[src/rtl/permute_feeder_pkg.sv]
// Shared constants for the bf16 permute feeder: FSM encoding, default geometry
// and small elaboration-time helpers.
package permute_feeder_pkg;

    localparam int DEF_WIDTH     = 16;
    localparam int DEF_NUMSTAGES = 8;

    localparam logic [1:0] ST_IDLE    = 2'd0;
    localparam logic [1:0] ST_FILL    = 2'd1;
    localparam logic [1:0] ST_WAIT_HI = 2'd2;
    localparam logic [1:0] ST_WAIT_LO = 2'd3;

    function automatic int beats_f(input int numstages, input int in_lanes);
        return numstages / in_lanes;
    endfunction

    // Counter width that stays at least one bit when the count is 1.
    function automatic int cnt_w_f(input int n);
        return (n > 1) ? $clog2(n) : 1;
    endfunction

endpackage

[src/rtl/permute_feeder_pack.sv]
// Lane-to-row pack buffer: collects IN_LANES elements per accepted beat and
// flags the beat that completes a row, presenting the full row combinationally.
module permute_feeder_pack
    import permute_feeder_pkg::*;
#(
    parameter int WIDTH     = DEF_WIDTH,
    parameter int NUMSTAGES = DEF_NUMSTAGES,
    parameter int IN_LANES  = 2
) (
    input  logic                          clk,
    input  logic                          resetn,
    input  logic                          beat_en,
    input  logic [IN_LANES*WIDTH-1:0]     in_data,
    output logic                          row_full,
    output logic [NUMSTAGES*WIDTH-1:0]    row_data
);

    localparam int BEATS = beats_f(NUMSTAGES, IN_LANES);
    localparam int CW    = cnt_w_f(BEATS);
    localparam int BW    = IN_LANES * WIDTH;
    localparam logic [CW-1:0] LAST_BEAT = CW'(BEATS - 1);

    logic [CW-1:0]              beat_cnt_r;
    logic [NUMSTAGES*WIDTH-1:0] pack_buf_r;
    logic                       beat_last_s;

    assign beat_last_s = (beat_cnt_r == LAST_BEAT);
    assign row_full    = beat_en && beat_last_s;

    // Row view including the beat being accepted this cycle.
    always_comb begin
        row_data = pack_buf_r;
        row_data[int'(beat_cnt_r)*BW +: BW] = in_data;
    end

    // Beat counter and pack buffer update.
    always_ff @(posedge clk) begin
        if (!resetn) begin
            beat_cnt_r <= {CW{1'b0}};
            pack_buf_r <= {(NUMSTAGES*WIDTH){1'b0}};
        end else if (beat_en) begin
            pack_buf_r[int'(beat_cnt_r)*BW +: BW] <= in_data;
            beat_cnt_r <= beat_last_s ? {CW{1'b0}} : beat_cnt_r + CW'(1);
        end
    end

endmodule

[src/rtl/permute_feeder.sv]
// Upstream feeder of the bf16 matrix permute unit: packs lane beats into rows,
// issues them as load pulses and holds off the next matrix until busy cycles.
module permute_feeder
    import permute_feeder_pkg::*;
#(
    parameter int WIDTH        = DEF_WIDTH,
    parameter int NUMSTAGES    = DEF_NUMSTAGES,
    parameter int LOGNUMSTAGES = $clog2(NUMSTAGES),
    parameter int IN_LANES     = 2
) (
    input  logic                               clk,
    input  logic                               resetn,
    input  logic                               cfg_valid,
    output logic                               cfg_ready,
    input  logic                               cfg_row_col_op,
    input  logic [NUMSTAGES*LOGNUMSTAGES-1:0]  cfg_row_num,
    input  logic [NUMSTAGES*LOGNUMSTAGES-1:0]  cfg_col_num,
    input  logic                               in_valid,
    output logic                               in_ready,
    input  logic [IN_LANES*WIDTH-1:0]          in_data,
    input  logic                               in_last,
    output logic                               perm_en,
    output logic [NUMSTAGES*WIDTH-1:0]         perm_row,
    output logic                               perm_rw_col_op,
    output logic [NUMSTAGES*LOGNUMSTAGES-1:0]  perm_row_num,
    output logic [NUMSTAGES*LOGNUMSTAGES-1:0]  perm_col_num,
    input  logic                               perm_busy,
    output logic                               err_last
);

    localparam int SELW = NUMSTAGES * LOGNUMSTAGES;
    localparam int RW   = NUMSTAGES * WIDTH;
    localparam int RCW  = $clog2(NUMSTAGES + 1);
    localparam logic [RCW-1:0] ROWS_ALL  = RCW'(NUMSTAGES);
    localparam logic [RCW-1:0] ROWS_LAST = RCW'(NUMSTAGES - 1);

    logic [1:0]     state_r;
    logic [1:0]     state_nx_s;
    logic [RW-1:0]  row_q_r;
    logic           row_valid_r;
    logic [RCW-1:0] rows_packed_r;
    logic [RCW-1:0] rows_sent_r;
    logic           err_last_r;
    logic           beat_acc_s;
    logic           row_full_s;
    logic [RW-1:0]  row_data_s;
    logic           final_beat_s;

    assign cfg_ready    = (state_r == ST_IDLE);
    assign in_ready     = (state_r == ST_FILL) && (rows_packed_r < ROWS_ALL);
    assign beat_acc_s   = in_valid && in_ready;
    assign final_beat_s = row_full_s && (rows_packed_r == ROWS_LAST);
    // row_valid_r is only ever set in FILL and is drained before FILL exits.
    assign perm_en      = row_valid_r;
    assign perm_row     = row_q_r;
    assign err_last     = err_last_r;

    permute_feeder_pack #(
        .WIDTH     (WIDTH),
        .NUMSTAGES (NUMSTAGES),
        .IN_LANES  (IN_LANES)
    ) u_pack (
        .clk      (clk),
        .resetn   (resetn),
        .beat_en  (beat_acc_s),
        .in_data  (in_data),
        .row_full (row_full_s),
        .row_data (row_data_s)
    );

    // Next-state logic for the matrix handshake FSM.
    always_comb begin
        state_nx_s = state_r;
        case (state_r)
            ST_IDLE: begin
                if (cfg_valid) state_nx_s = ST_FILL;
                else           state_nx_s = ST_IDLE;
            end
            ST_FILL: begin
                if (row_valid_r && (rows_sent_r == ROWS_LAST)) state_nx_s = ST_WAIT_HI;
                else                                          state_nx_s = ST_FILL;
            end
            ST_WAIT_HI: begin
                if (perm_busy) state_nx_s = ST_WAIT_LO;
                else           state_nx_s = ST_WAIT_HI;
            end
            ST_WAIT_LO: begin
                if (!perm_busy) state_nx_s = ST_IDLE;
                else            state_nx_s = ST_WAIT_LO;
            end
            default: state_nx_s = ST_IDLE;
        endcase
    end

    // State register.
    always_ff @(posedge clk) begin
        if (!resetn) state_r <= ST_IDLE;
        else         state_r <= state_nx_s;
    end

    // Config latch, row staging, row counters and sticky framing error.
    always_ff @(posedge clk) begin
        if (!resetn) begin
            perm_rw_col_op <= 1'b0;
            perm_row_num   <= {SELW{1'b0}};
            perm_col_num   <= {SELW{1'b0}};
            row_q_r        <= {RW{1'b0}};
            row_valid_r    <= 1'b0;
            rows_packed_r  <= {RCW{1'b0}};
            rows_sent_r    <= {RCW{1'b0}};
            err_last_r     <= 1'b0;
        end else begin
            if ((state_r == ST_IDLE) && cfg_valid) begin
                perm_rw_col_op <= cfg_row_col_op;
                perm_row_num   <= cfg_row_num;
                perm_col_num   <= cfg_col_num;
                rows_packed_r  <= {RCW{1'b0}};
                rows_sent_r    <= {RCW{1'b0}};
            end else begin
                if (row_full_s) begin
                    row_q_r       <= row_data_s;
                    rows_packed_r <= rows_packed_r + RCW'(1);
                end
                if (row_valid_r) rows_sent_r <= rows_sent_r + RCW'(1);
            end
            // A staged row is sent every cycle it is valid, so it survives only if refilled.
            row_valid_r <= row_full_s;
            if (beat_acc_s && (in_last != final_beat_s)) err_last_r <= 1'b1;
        end
    end

endmodule

[config.mk]
export PLATFORM = sky130hd
export DESIGN_NAME = permute_feeder
export DESIGN_NICKNAME = d
export VERILOG_FILES = /design/src/rtl/permute_feeder_pkg.sv /design/src/rtl/permute_feeder_pack.sv /design/src/rtl/permute_feeder.sv
export SDC_FILE = /design/constraint.sdc
export NUM_CORES = 1
export LEC_CHECK = 0
export CELL_PAD_IN_SITES_DETAIL_PLACEMENT = 0
export CELL_PAD_IN_SITES_GLOBAL_PLACEMENT = 1
export CORE_AREA = 2 2 194 196
export CTS_BUF_LIST = sky130_fd_sc_hd__clkbuf_16
export DETAILED_ROUTE_END_ITERATION = 10
export DIE_AREA = 0 0 196 198
export PLACE_DENSITY = 0.76
export SLEW_MARGIN = 40
export SYNTH_ARGS = -nofsm -noshare
export SYNTH_HDL_FRONTEND = slang
export SYNTH_SLANG_ARGS = --single-unit
[constraint.sdc]
create_clock -name clk -period 3 [get_ports clk]
set_clock_uncertainty 0.1 [all_clocks]
set_input_delay 0.6 -clock clk [delete_from_list [all_inputs] [get_ports clk]]
set_output_delay 0.6 -clock clk [all_outputs]
set_load 0.01 [all_outputs]
==> results.md, run 1 <==
| Item | Value | Unit |
| --- | --- | --- |
| Status | complete, no violations | - |
| Post-synthesis sequential area ratio | 46.33 | % |
| # H-tree levels | 2 | - |
| Gate count after technology mapping | 1668 | - |
| Worst slack after detailed placement | 0.4430 | ns |
| Number of buffers inserted for hold repair after clock tree synthesis | 0 | - |
| Ports | 268 | - |
| Max-slew violations | 0 | - |
| Proportion of layout cells with a drive suffix above 1 | 8.457 | % |
| Leakage power total | 5.451 | nW |
| Max stage delay on crit path | 0.59 | ns |
| Die width | 196 | um |
| Max-Slew Margin vs Limit | 41.99 | % |
| Power density cells | 536.7 | mW/mm^2 |
| Netlist area before placement | 0.01378 | sq mm |
| Number of buffer cells added on primary ports | 267 | - |
| Peak VDD IR | 485.4 | uV |
| Primary flip-flop cell chosen by synthesis mapping | dfxtp_1 | - |
| Number of antenna violations at the first check in global routing | 0 | - |
| Data required, critical path | 2.30 | ns |
| Detailed Route WL | 49100 | um |
| DIE HEIGHT | 198 | um |
| Global routing usage summed across all routing layers | 24.45 | % |
| Cell at the root of the clock tree | clkbuf_16 | - |
| Hold violation count in the final report | 0 | - |
| Area growth from synthesis to layout | 28.89 | % |
| Vias per cell | 5.822 | - |
| Vias in the first global route | 12300 | - |
| Yosys synthesis warning count | 0 | - |
| Start of the worst register-to-register path | u_pack.beat_cnt_r[0] | - |
| CTS tree | done | - |
| Number of buffers created by CTS | 37 | - |
| Type of the worst min-delay path | flop to flop | - |
| Die Area | 0.03881 | sq mm |
| Final period util | 86.43 | % |
| Antenna Violating Nets Remaining | 0 | - |
| Fmax achieved | 385.7 | MHz |
| First-pass GRT wire length | 74710 | um |
| Setup TNS | 0 | ns |
| Post-route standard cell area excluding fillers | 0.01777 | sq mm |
| Top Family by Delay on Critical Path | buffers and inverters | - |
| Data arrival at the endpoint of the critical path | 1.89 | ns |
| Number of sinks driven by the clock tree | 319 | - |
| Row count | 71 | - |
| Diode insertion count for antenna repair | 0 | - |
| Kind of start point of the critical path | flop | - |
| Standard cell core area | 0.03696 | sq mm |
| RePlAce Congestion | 0.7838 | - |
| Net count of the finished layout | 1889 | - |
| Total via count in the routed design | 13360 | - |
| DRC | 0 | - |
| Count of max-cap constraint violations | 0 | - |
| Clock-pin slew on the worst setup and hold paths | 0.06 | ns |
| Unrepaired setup endpoints after global routing | false | - |
| Seq cells post-synth | 319 | - |
| Number of endpoints failing setup at the final stage | 0 | - |
| Cell type of the slowest stage on the worst timing path | clkdlybuf4s50_1 | - |
| Kind of critical path | flop to output pin | - |
| Post-route setup slack | 0.4072 | ns |
| Mapped Nets | 1763 | - |
| Initial standard-cell utilization of the core | 37.30 | % |
| Hold_sp | perm_col_num[1] | - |
| Post-synthesis average cell area | 8.263 | sq um |
| Cell variety after synth | 47 | - |
| Area after DPL | 0.01661 | sq mm |
| Number of gates given a new drive strength after cts | 0 | - |
| Aggregate global routing overflow | 0 | - |
| WL per Instance | 21.39 | um |
| First drt pass iteration count | 5 | - |
| Number of enable-type register cells in the synthesized netlist | 0 | - |
| Least-Margin Pin Slew | 0.8674 | ns |
| Critical path origin | state_r[0] | - |
| Number of buffers and inverters on the critical path | 1 | - |
| Series of cell instances along the critical path | nor3b_1, clkdlybuf4s50_1 | - |
| Post-layout min period | 2.593 | ns |
| Maximum number of pins on one net before global-route repair | 115 | - |
| Critical Path End Type | output pin | - |
| Iteration-0 DRC Markers | 1288 | - |
| Clock tree buffer depth | 3 | - |
| HPWL after detailed placement | 29540 | um |
| Post-CTS repair timing setup buffer count | 0 | - |
| Synth async-reset ratio | 0 | % |
| Critical Path Fanout Max | 9 | - |
| Clock latency reported for the late side of the worst-skew pair | 0.53 | ns |
-- metrics by stage --
| step | hold slack, ns | utilization, % | total power, mW | cells |
|---|---|---|---|---|
| final | 0.3518 | 48.07 | 9.535 | 2295 |
| after global routing | 0.3729 | 48.07 | 9.841 | 2295 |
| after CTS | 0.3552 | 48.07 | 9.622 | 2295 |
| after detailed placement | 0.3469 | 44.96 | 5.293 | 2229 |
| after global placement | 0.3406 | 44.96 | 5.288 | 2229 |
| after floorplan | 0.3493 | - | 4.878 | 1668 |
-- metal layers --
metal	share of wire (%)	up-vias	global-route usage, %	routed length, um
met3	9.3	65	7.273	4572
met5	0	-	0	0
li1	-	6324	-	-
met4	2.6	0	7.127	1283
met2	44	540	37.30	21630
met1	44	6433	33.40	21620
-- cell type report --
type                            count  area, sq um
Multi-Input combinational cell   1104         6299
Inverter                           15        63.81
Sequential cell                   319         6386
Tap cell                          474        593.1
Clock inverter                     27        175.2
Timing Repair Buffer              317         3273
Clock buffer                       39        975.9
Fill cell                        3542        19190
-- state kept, by name, indices dropped and copies added (netlist names) --
register	cells
err_last	1
u_pack.beat_cnt_r	2
perm_row_num	24
rows_packed_r	4
state_r	2
perm_col_num	24
perm_row	128
perm_en	1
u_pack.pack_buf_r	128
rows_sent_r	4
perm_rw_col_op	1
-- placed cells by master, fill, tap and decap left out, types with 2 or more instances in the layout --
master           Yosys  final
dfxtp_1            319    319
a21oi_1            290    290
clkdlybuf4s50_1      0    267
nand2_1            233    233
o21ai_0            132    132
nand3_1            123    123
nand4_1            123    123
a311oi_1           101    101
clkbuf_16            0     39
buf_4               13     32
a311oi_2            20     20
buf_12               1     18
inv_1               11     16
a21oi_2             15     15
clkinv_1             0     10
nor2_1               8      7
clkinv_2             0      7
nand2b_1             6      6
o2111ai_1            6      6
o211a_1              6      6
ha_1                 8      6
inv_2                4      3
nand4b_1             3      3
xor2_1               3      3
and3b_1              3      2
nor2_4               1      2
and3_1               2      2
nor3b_2              0      2
or3_1                2      2
clkinvlp_4           0      2
bufinv_16            0      2
-- cells by family after synthesis --
group                      after synthesis  synth area share, %
AOI/OAI and AO/OA                      576                26.06
xor gates and xnor gates                 4               0.2542
DFF                                    319                46.33
and+or+nand+nor                        515                18.19
buffers and inverters                  245                8.360
muxes                                    1              0.07262
adders and majority gates                8               0.7262
-- cells in the mapped netlist (2+ instances only) --
cell type  instances  area [sq um]
a21oi_1          290          1451
a21oi_2           15         131.4
a311oi_1         101         884.6
a311oi_2          20         300.3
and3_1             2         12.51
and3b_1            3         26.28
buf_1             11         41.29
buf_2             59         295.3
buf_4             13         97.59
buf_6              6         67.56
clkbuf_1         109         409.1
clkbuf_2          30         150.1
dfxtp_1          319          6386
ha_1               8         100.1
inv_1             11         41.29
inv_2              4         15.01
nand2_1          233         874.6
nand2b_1           6         37.54
nand3_1          123         615.6
nand4_1          123         769.5
nand4b_1           3         26.28
nor2_1             8         30.03
nor3b_1            3         22.52
o2111ai_1          6         52.55
o211a_1            6         60.06
o21ai_0          132         660.6
or3_1              2         12.51
xor2_1             3         26.28
-- worst reg2reg max path: stages, from the launching register on --
cell	delay [ns]
dfxtp_1	0.30
buf_4	0.19
inv_1	0.12
ha_2	0.36
and3b_1	0.23
buf_4	0.44
nand3_1	0.17
a311oi_1	0.31
-- power breakdown --
group	internal, mW	switching, mW
clock network	2.52	1.81
registers	4.29	0.0319
logic	0.314	0.569
-- path summary, 6_finish.rpt --
kind / slack [ns] / endpoint / cells after the start
max: 0.41 / in_ready / 2
min: 0.35 / perm_col_num[1] / 2
max reg2reg: 0.66 / perm_row[116] / 7
min reg2reg: 0.35 / perm_col_num[1] / 2
(Power assumes the default switching activity.)
==> inputs of run 2 (changes only) <==
- CORE_AREA: 2 2 194 196 -> 2 2 187 189
- DIE_AREA: 0 0 196 198 -> 0 0 189 191
- PLACE_DENSITY: 0.76 -> 0.81
- clock period: 3 -> 3.1 ns (I/O delays scaled with it)
==> run 2 against run 1 <==
Compared with the run above:
- first-iteration DRC count grew 4.0%
- non-clock buffer count shrank 10
- cell area shrank 0.77%
- worst setup slack gained 0.13 ns
- wire length decreased by 4.5%
- critical path depth stayed put
- die area decreased by 7.0%
- core utilization rose by 3.6 points
- largest cell class unchanged
- count of clock-buffer cells in the layout down 2
- power decreased by 6.2%
- worst hold slack worse by 0.00081 ns
- sequential power shrank 3%
==> results.md, run 2 (synthesized netlist as in run 1, its figures left out) <==
| Item | Value | Unit | Delta |
| --- | --- | --- | --- |
| Status | complete, no violations | - | unchanged |
| Diode insertion count for antenna repair | 0 | - | unchanged |
| Area after DPL | 0.01657 | sq mm | was 0.01661 sq mm |
| Number of buffers inserted for hold repair after clock tree synthesis | 0 | - | unchanged |
| Proportion of layout cells with a drive suffix above 1 | 7.522 | % | was 8.457% |
| GR Layer Usage met2 | 37.43 | % | was 37.30% |
| Hold violation count in the final report | 0 | - | unchanged |
| Initial standard-cell utilization of the core | 40.40 | % | was 37.30% |
| Unrepaired setup endpoints after global routing | false | - | unchanged |
| Aggregate global routing overflow | 0 | - | unchanged |
| Standard cell core area | 0.03412 | sq mm | was 0.03696 sq mm |
| Vias in the first global route | 12260 | - | was 12300 |
| Total Power | 8.944 | mW | was 9.535 mW |
| First-pass GRT wire length | 71550 | um | was 74710 um |
| Number of gates given a new drive strength after cts | 0 | - | unchanged |
| Number of antenna violations at the first check in global routing | 0 | - | unchanged |
| Most frequent cells in the layout | dfxtp_1 (319), a21oi_1 (290), clkdlybuf4s50_1 (267) | - | unchanged |
| Number of sinks driven by the clock tree | 319 | - | unchanged |
| Post-route standard cell area excluding fillers | 0.01763 | sq mm | was 0.01777 sq mm |
| Clock tree buffer depth | 3 | - | unchanged |
| Met3 capacity usage during global routing | 8.353 | % | was 7.273% |
| Data arrival at the endpoint of the critical path | 1.85 | ns | was 1.89 ns |
| Final Instance Count excl. Fillers | 2263 | - | was 2295 |
| Critical Path End Type | output pin | - | unchanged |
| Post-layout min period | 2.567 | ns |  |
| Hold WS | 0.3510 | ns | was 0.3518 ns |
| Row count | 68 | - | was 71 |
| Type of the worst min-delay path | flop to flop | - | unchanged |
| HPWL after detailed placement | 28070 | um | was 29540 um |
| Number of buffers created by CTS | 36 | - | was 37 |
| DIE HEIGHT | 191 | um | was 198 um |
| Data required, critical path | 2.38 | ns | was 2.30 ns |
| Area growth from synthesis to layout | 27.90 | % | was 28.89% |
| RePlAce Congestion | 0.7843 | - | was 0.7838 |
| Number of buffer cells added on primary ports | 267 | - | unchanged |
| Final period util | 82.81 | % |  |
| Least-Margin Pin Slew | 0.8113 | ns | was 0.8674 ns |
| Maximum number of pins on one net before global-route repair | 104 | - | was 115 |
| Global-route met1 utilization | 33.76 | % | was 33.40% |
| First drt pass iteration count | 5 | - | unchanged |
| Global routing usage summed across all routing layers | 24.87 | % | was 24.45% |
| Count of max-cap constraint violations | 0 | - | unchanged |
| WL per Instance | 20.73 | um | was 21.39 um |
| Ports | 268 | - | unchanged |
| # H-tree levels | 2 | - | unchanged |
| Peak VDD IR | 404.8 | uV | was 485.4 uV |
| Fillers | 3137 | - | was 3542 |
| Max-slew violations | 0 | - | unchanged |
| DRC | 0 | - | unchanged |
| Die Area | 0.03610 | sq mm | was 0.03881 sq mm |
| Detailed Route WL | 46910 | um | was 49100 um |
| CTS tree | done | - | unchanged |
| Die width | 189 | um | was 196 um |
| Most common cell after layout, fill and taps aside | dfxtp_1 | - | unchanged |
| Setup TNS | 0 | ns | unchanged |
| Clock-pin slew on the worst setup and hold paths | 0.06 | ns | about the same |
| Power density cells | 507.4 | mW/mm^2 | was 536.7 mW/mm^2 |
| Post-CTS repair timing setup buffer count | 0 | - | unchanged |
| Cell at the root of the clock tree | clkbuf_16 | - | unchanged |
| Number of endpoints failing setup at the final stage | 0 | - | unchanged |
| Layer carrying the most global-route usage | met2 | - | unchanged |
| Critical Path Fanout Max | 9 | - | unchanged |
| Max-Slew Margin vs Limit | 45.75 | % | was 41.99% |
| Fmax achieved | 389.6 | MHz |  |
| Iteration-0 DRC Markers | 1339 | - | was 1288 |
| DP Cell Count | 2200 | - | was 2229 |
| Total via count in the routed design | 13230 | - | was 13360 |
| Net count of the finished layout | 1878 | - | was 1889 |
| Kind of start point of the critical path | flop | - | unchanged |
| Kind of critical path | flop to output pin | - | unchanged |
| Leakage power total | 5.388 | nW | was 5.451 nW |
| Vias per cell | 5.848 | - | was 5.822 |
| Antenna Violating Nets Remaining | 0 | - | unchanged |
| Clock latency reported for the late side of the worst-skew pair | 0.52 | ns | was 0.53 ns |
[run 2: worst paths after layout]
| kind | cells past startpoint | slack, ns | end | startpoint |
|---|---|---|---|---|
| worst max register to register | 5 | 0.62 | perm_row[69] | u_pack.beat_cnt_r[0] |
| worst min register to register | 2 | 0.35 | perm_col_num[22] | perm_col_num[22] |
| worst max-delay path | 2 | 0.53 | in_ready | state_r[0] |
| worst min-delay path | 2 | 0.35 | perm_col_num[22] | perm_col_num[22] |
[run 2: cell type report]
cell class	count	area [sq um]	area share, %
Clock buffer	37	925.9	5.252
Clock inverter	26	137.6	0.7807
Inverter	15	63.81	0.3620
Multi-Input combinational cell	1104	6299	35.73
Sequential cell	319	6386	36.22
Tap cell	455	569.3	3.229
Timing Repair Buffer	307	3248	18.42
[run 2: per-stage QoR]
step                      utilization [%]  worst slack [ns]
after floorplan                         -            0.9759
after global placement              48.56            0.4932
after detailed placement            48.56            0.4363
after CTS                           51.67            0.4888
after global routing                51.67            0.4126
final                               51.67            0.5330
[run 2: routing by layer]
layer / vias to the layer above / routed length [um]
met3: 69 / 5165
met1: 6327 / 19950
met2: 534 / 20530
met4: 0 / 1254
li1: 6304 / -
met5: - / 0
[run 2: critical path, stage by stage (launching register included)]
cell and delay, ns:
dfxtp_1 0.52, nor3b_1 0.23, clkdlybuf4s50_1 0.59
[run 2: report_power, final]
group | internal [mW] | leakage [nW] | switching [mW]
Combinational | 0.296 | 2.25 | 0.535
Clock | 2.23 | 0.560 | 1.69
Sequential | 4.16 | 2.58 | 0.0324
==> inputs of run 3 (changes only) <==
- CORE_AREA: 2 2 187 189 -> 2 2 194 196
- DIE_AREA: 0 0 189 191 -> 0 0 196 198
- PLACE_DENSITY: 0.81 -> 0.76
- clock period: 3.1 -> 2.69 ns (I/O delays scaled with it)
==> run 3 against run 2 <==
Compared with the run above:
- first-iteration DRC count is 4.6% lower
- final cell count is 2.2% higher
- clock power is 36% higher
- via count is 2.4% higher
- core utilization is 2.5 points lower
- largest cell class unchanged
- largest power group is now the clock network
- highest routed layer unchanged
==> results.md, run 3 (synthesized netlist as in run 1, its figures left out) <==
| Item | Value | Unit | Delta |
| --- | --- | --- | --- |
| Clock-pin slew on the worst setup and hold paths | 0.06 | ns | about the same |
| Power density cells | 616.4 | mW/mm^2 | was 507.4 mW/mm^2 |
| Net count of the finished layout | 1906 | - | was 1878 |
| Hold WS | 0.3505 | ns | was 0.3510 ns |
| Vias in the first global route | 12600 | - | was 12260 |
| Number of buffers created by CTS | 37 | - | was 36 |
| Data required, critical path | 2.05 | ns | was 2.38 ns |
| Count of max-cap constraint violations | 0 | - | unchanged |
| Proportion of layout cells with a drive suffix above 1 | 9.412 | % | was 7.522% |
| Start of the worst register-to-register path | u_pack.beat_cnt_r[1] | - | was u_pack.beat_cnt_r[0] |
| Critical Path Sink | in_ready | - | unchanged |
| Number of cell instances on the worst register-to-register path | 6 | - | was 5 |
| Cell-internal power | 8.461 | mW | was 6.687 mW |
| Area growth from synthesis to layout | 31.84 | % | was 27.90% |
| Final Instance Count excl. Fillers | 2312 | - | was 2263 |
| Status | complete, no violations | - | unchanged |
| Row count | 71 | - | was 68 |
| # H-tree levels | 2 | - | unchanged |
| Type of the worst min-delay path | flop to flop | - | unchanged |
| RePlAce Congestion | 0.7861 | - | was 0.7843 |
| Post-CTS repair timing setup buffer count | 0 | - | unchanged |
| Detailed Route WL | 49340 | um | was 46910 um |
| Global routing usage summed across all routing layers | 24.60 | % | was 24.87% |
| DP Cell Count | 2246 | - | was 2200 |
| Hold violation count in the final report | 0 | - | unchanged |
| Data arrival at the endpoint of the critical path | 1.95 | ns | was 1.85 ns |
| Die Area | 0.03881 | sq mm | was 0.03610 sq mm |
| Switching part of the total power | 24.46 | % | was 25.24% |
| Most frequent cells in the layout | dfxtp_1 (319), a21oi_1 (290), clkdlybuf4s50_1 (267) | - | unchanged |
| Ports | 268 | - | unchanged |
| Max stage delay on crit path | 0.60 | ns | was 0.59 ns |
| First-pass GRT wire length | 75500 | um | was 71550 um |
| Power spent charging and discharging nets | 2.740 | mW | was 2.257 mW |
| Critical path origin | state_r[0] | - | unchanged |
| Cell at the root of the clock tree | clkbuf_16 | - | unchanged |
| Series of cell instances along the critical path | nor3b_1, clkdlybuf4s50_1 | - | unchanged |
| Kind of critical path | flop to output pin | - | unchanged |
| Final period util | 96.26 | % |  |
| Number of buffers inserted for hold repair after clock tree synthesis | 0 | - | unchanged |
| Comb pwr share | 9.1 | % | was 9.3% |
| Vias per cell | 5.862 | - | was 5.848 |
| WL per Instance | 21.34 | um | was 20.73 um |
| Post-layout min period | 2.589 | ns |  |
| Kind of start point of the critical path | flop | - | unchanged |
| Maximum number of pins on one net before global-route repair | 80 | - | was 104 |
| Layout Utilization | 49.17 | % | was 51.67% |
| Worst slack after detailed placement | 0.2972 | ns | was 0.4363 ns |
| Unrepaired setup endpoints after global routing | false | - | unchanged |
| Flop pwr share | 43.1 | % | was 46.8% |
| Clock latency reported for the late side of the worst-skew pair | 0.53 | ns | was 0.52 ns |
| HPWL after detailed placement | 29980 | um | was 28070 um |
| Post-route setup slack | 0.1006 | ns | was 0.5330 ns |
| Critical Path Fanout Max | 9 | - | unchanged |
| Reg-to-reg slack, setup | 0.51 | ns | was 0.62 ns |
| Setup TNS | 0 | ns | unchanged |
| Clock tree buffer depth | 3 | - | unchanged |
| Cell type of the slowest stage on the worst timing path | clkdlybuf4s50_1 | - | unchanged |
| Number of gates given a new drive strength after cts | 0 | - | unchanged |
| Critical Path End Type | output pin | - | unchanged |
| Max-Slew Margin vs Limit | 53.69 | % | was 45.75% |
| Antenna Violating Nets Remaining | 0 | - | unchanged |
| First drt pass iteration count | 5 | - | unchanged |
| Peak VDD IR | 407.1 | uV | was 404.8 uV |
| Diode insertion count for antenna repair | 0 | - | unchanged |
| DRC | 0 | - | unchanged |
| Iteration-0 DRC Markers | 1278 | - | was 1339 |
| Number of buffer cells added on primary ports | 267 | - | unchanged |
| Standard cell core area | 0.03696 | sq mm | was 0.03412 sq mm |
| Number of antenna violations at the first check in global routing | 0 | - | unchanged |
| Least-Margin Pin Slew | 0.6925 | ns | was 0.8113 ns |
| Total via count in the routed design | 13550 | - | was 13230 |
| Most common cell after layout, fill and taps aside | dfxtp_1 | - | unchanged |
| Endpoint of the worst register-to-register path | perm_row[15] | - | was perm_row[69] |
| DIE HEIGHT | 198 | um | was 191 um |
| Number of endpoints failing setup at the final stage | 0 | - | unchanged |
| Number of sinks driven by the clock tree | 319 | - | unchanged |
| Die width | 196 | um | was 189 um |
| CTS tree | done | - | unchanged |
| Fmax achieved | 386.2 | MHz |  |
| Max-slew violations | 0 | - | unchanged |
| Aggregate global routing overflow | 0 | - | unchanged |
| Initial standard-cell utilization of the core | 37.30 | % | was 40.40% |
| Leakage power total | 5.641 | nW | was 5.388 nW |
| Clock network fraction of total power | 47.8 | % | was 43.9% |
## run 3: through the flow
stage / instance area (sq um) / power [mW]
5_1_grt: 18170 / 11.57
3_3_place_gp: 16890 / 5.937
4_1_cts: 18170 / 11.30
2_1_floorplan: 13780 / 5.440
3_5_place_dp: 16890 / 5.942
6_report: 18170 / 11.20
## run 3: worst min-delay path by stage
stage,startpoint,end,cells after the start
finish,perm_row_num[8],perm_row_num[8],2
global route,perm_col_num[8],perm_col_num[8],2
CTS,perm_row_num[8],perm_row_num[8],2
detailed placement,perm_col_num[10],perm_col_num[10],2
global placement,perm_col_num[3],perm_col_num[3],2
floorplan,u_pack.pack_buf_r[94],u_pack.pack_buf_r[94],2
## run 3: critical path, delay by kind of cell, from the launching register on
kind	cells	cell delay, ns
simple gates	1	0.29
flops	1	0.53
buf+inv	1	0.60
## run 3: area by class of cell
| class | instances | area (sq um) |
|---|---|---|
| clock buffers | 39 | 975.9 |
| inverters | 15 | 63.81 |
| multi-input cells | 1104 | 6299 |
| clock inverters | 27 | 304.0 |
| well taps | 474 | 593.1 |
| repair buffers | 334 | 3551 |
| flip-flops and latches | 319 | 6386 |
| fillers | 3544 | 18780 |
## run 3: power groups by stage
stage,logic (mW),registers [mW],clock network (mW)
floorplan,0.498,4.94,0
global placement,1.01,4.93,0
detailed placement,1.01,4.93,0
CTS,1.02,4.82,5.45
global route,1.09,4.83,5.65
finish,1.02,4.82,5.35
## run 3: per-layer routing
metal | vias up | track usage, % | routed length, um
li1 | 6366 | - | -
met5 | - | 0 | 0
met2 | 539 | 37.88 | 21950
met1 | 6591 | 33.75 | 21230
met4 | 0 | 6.594 | 1058
met3 | 58 | 6.915 | 5109
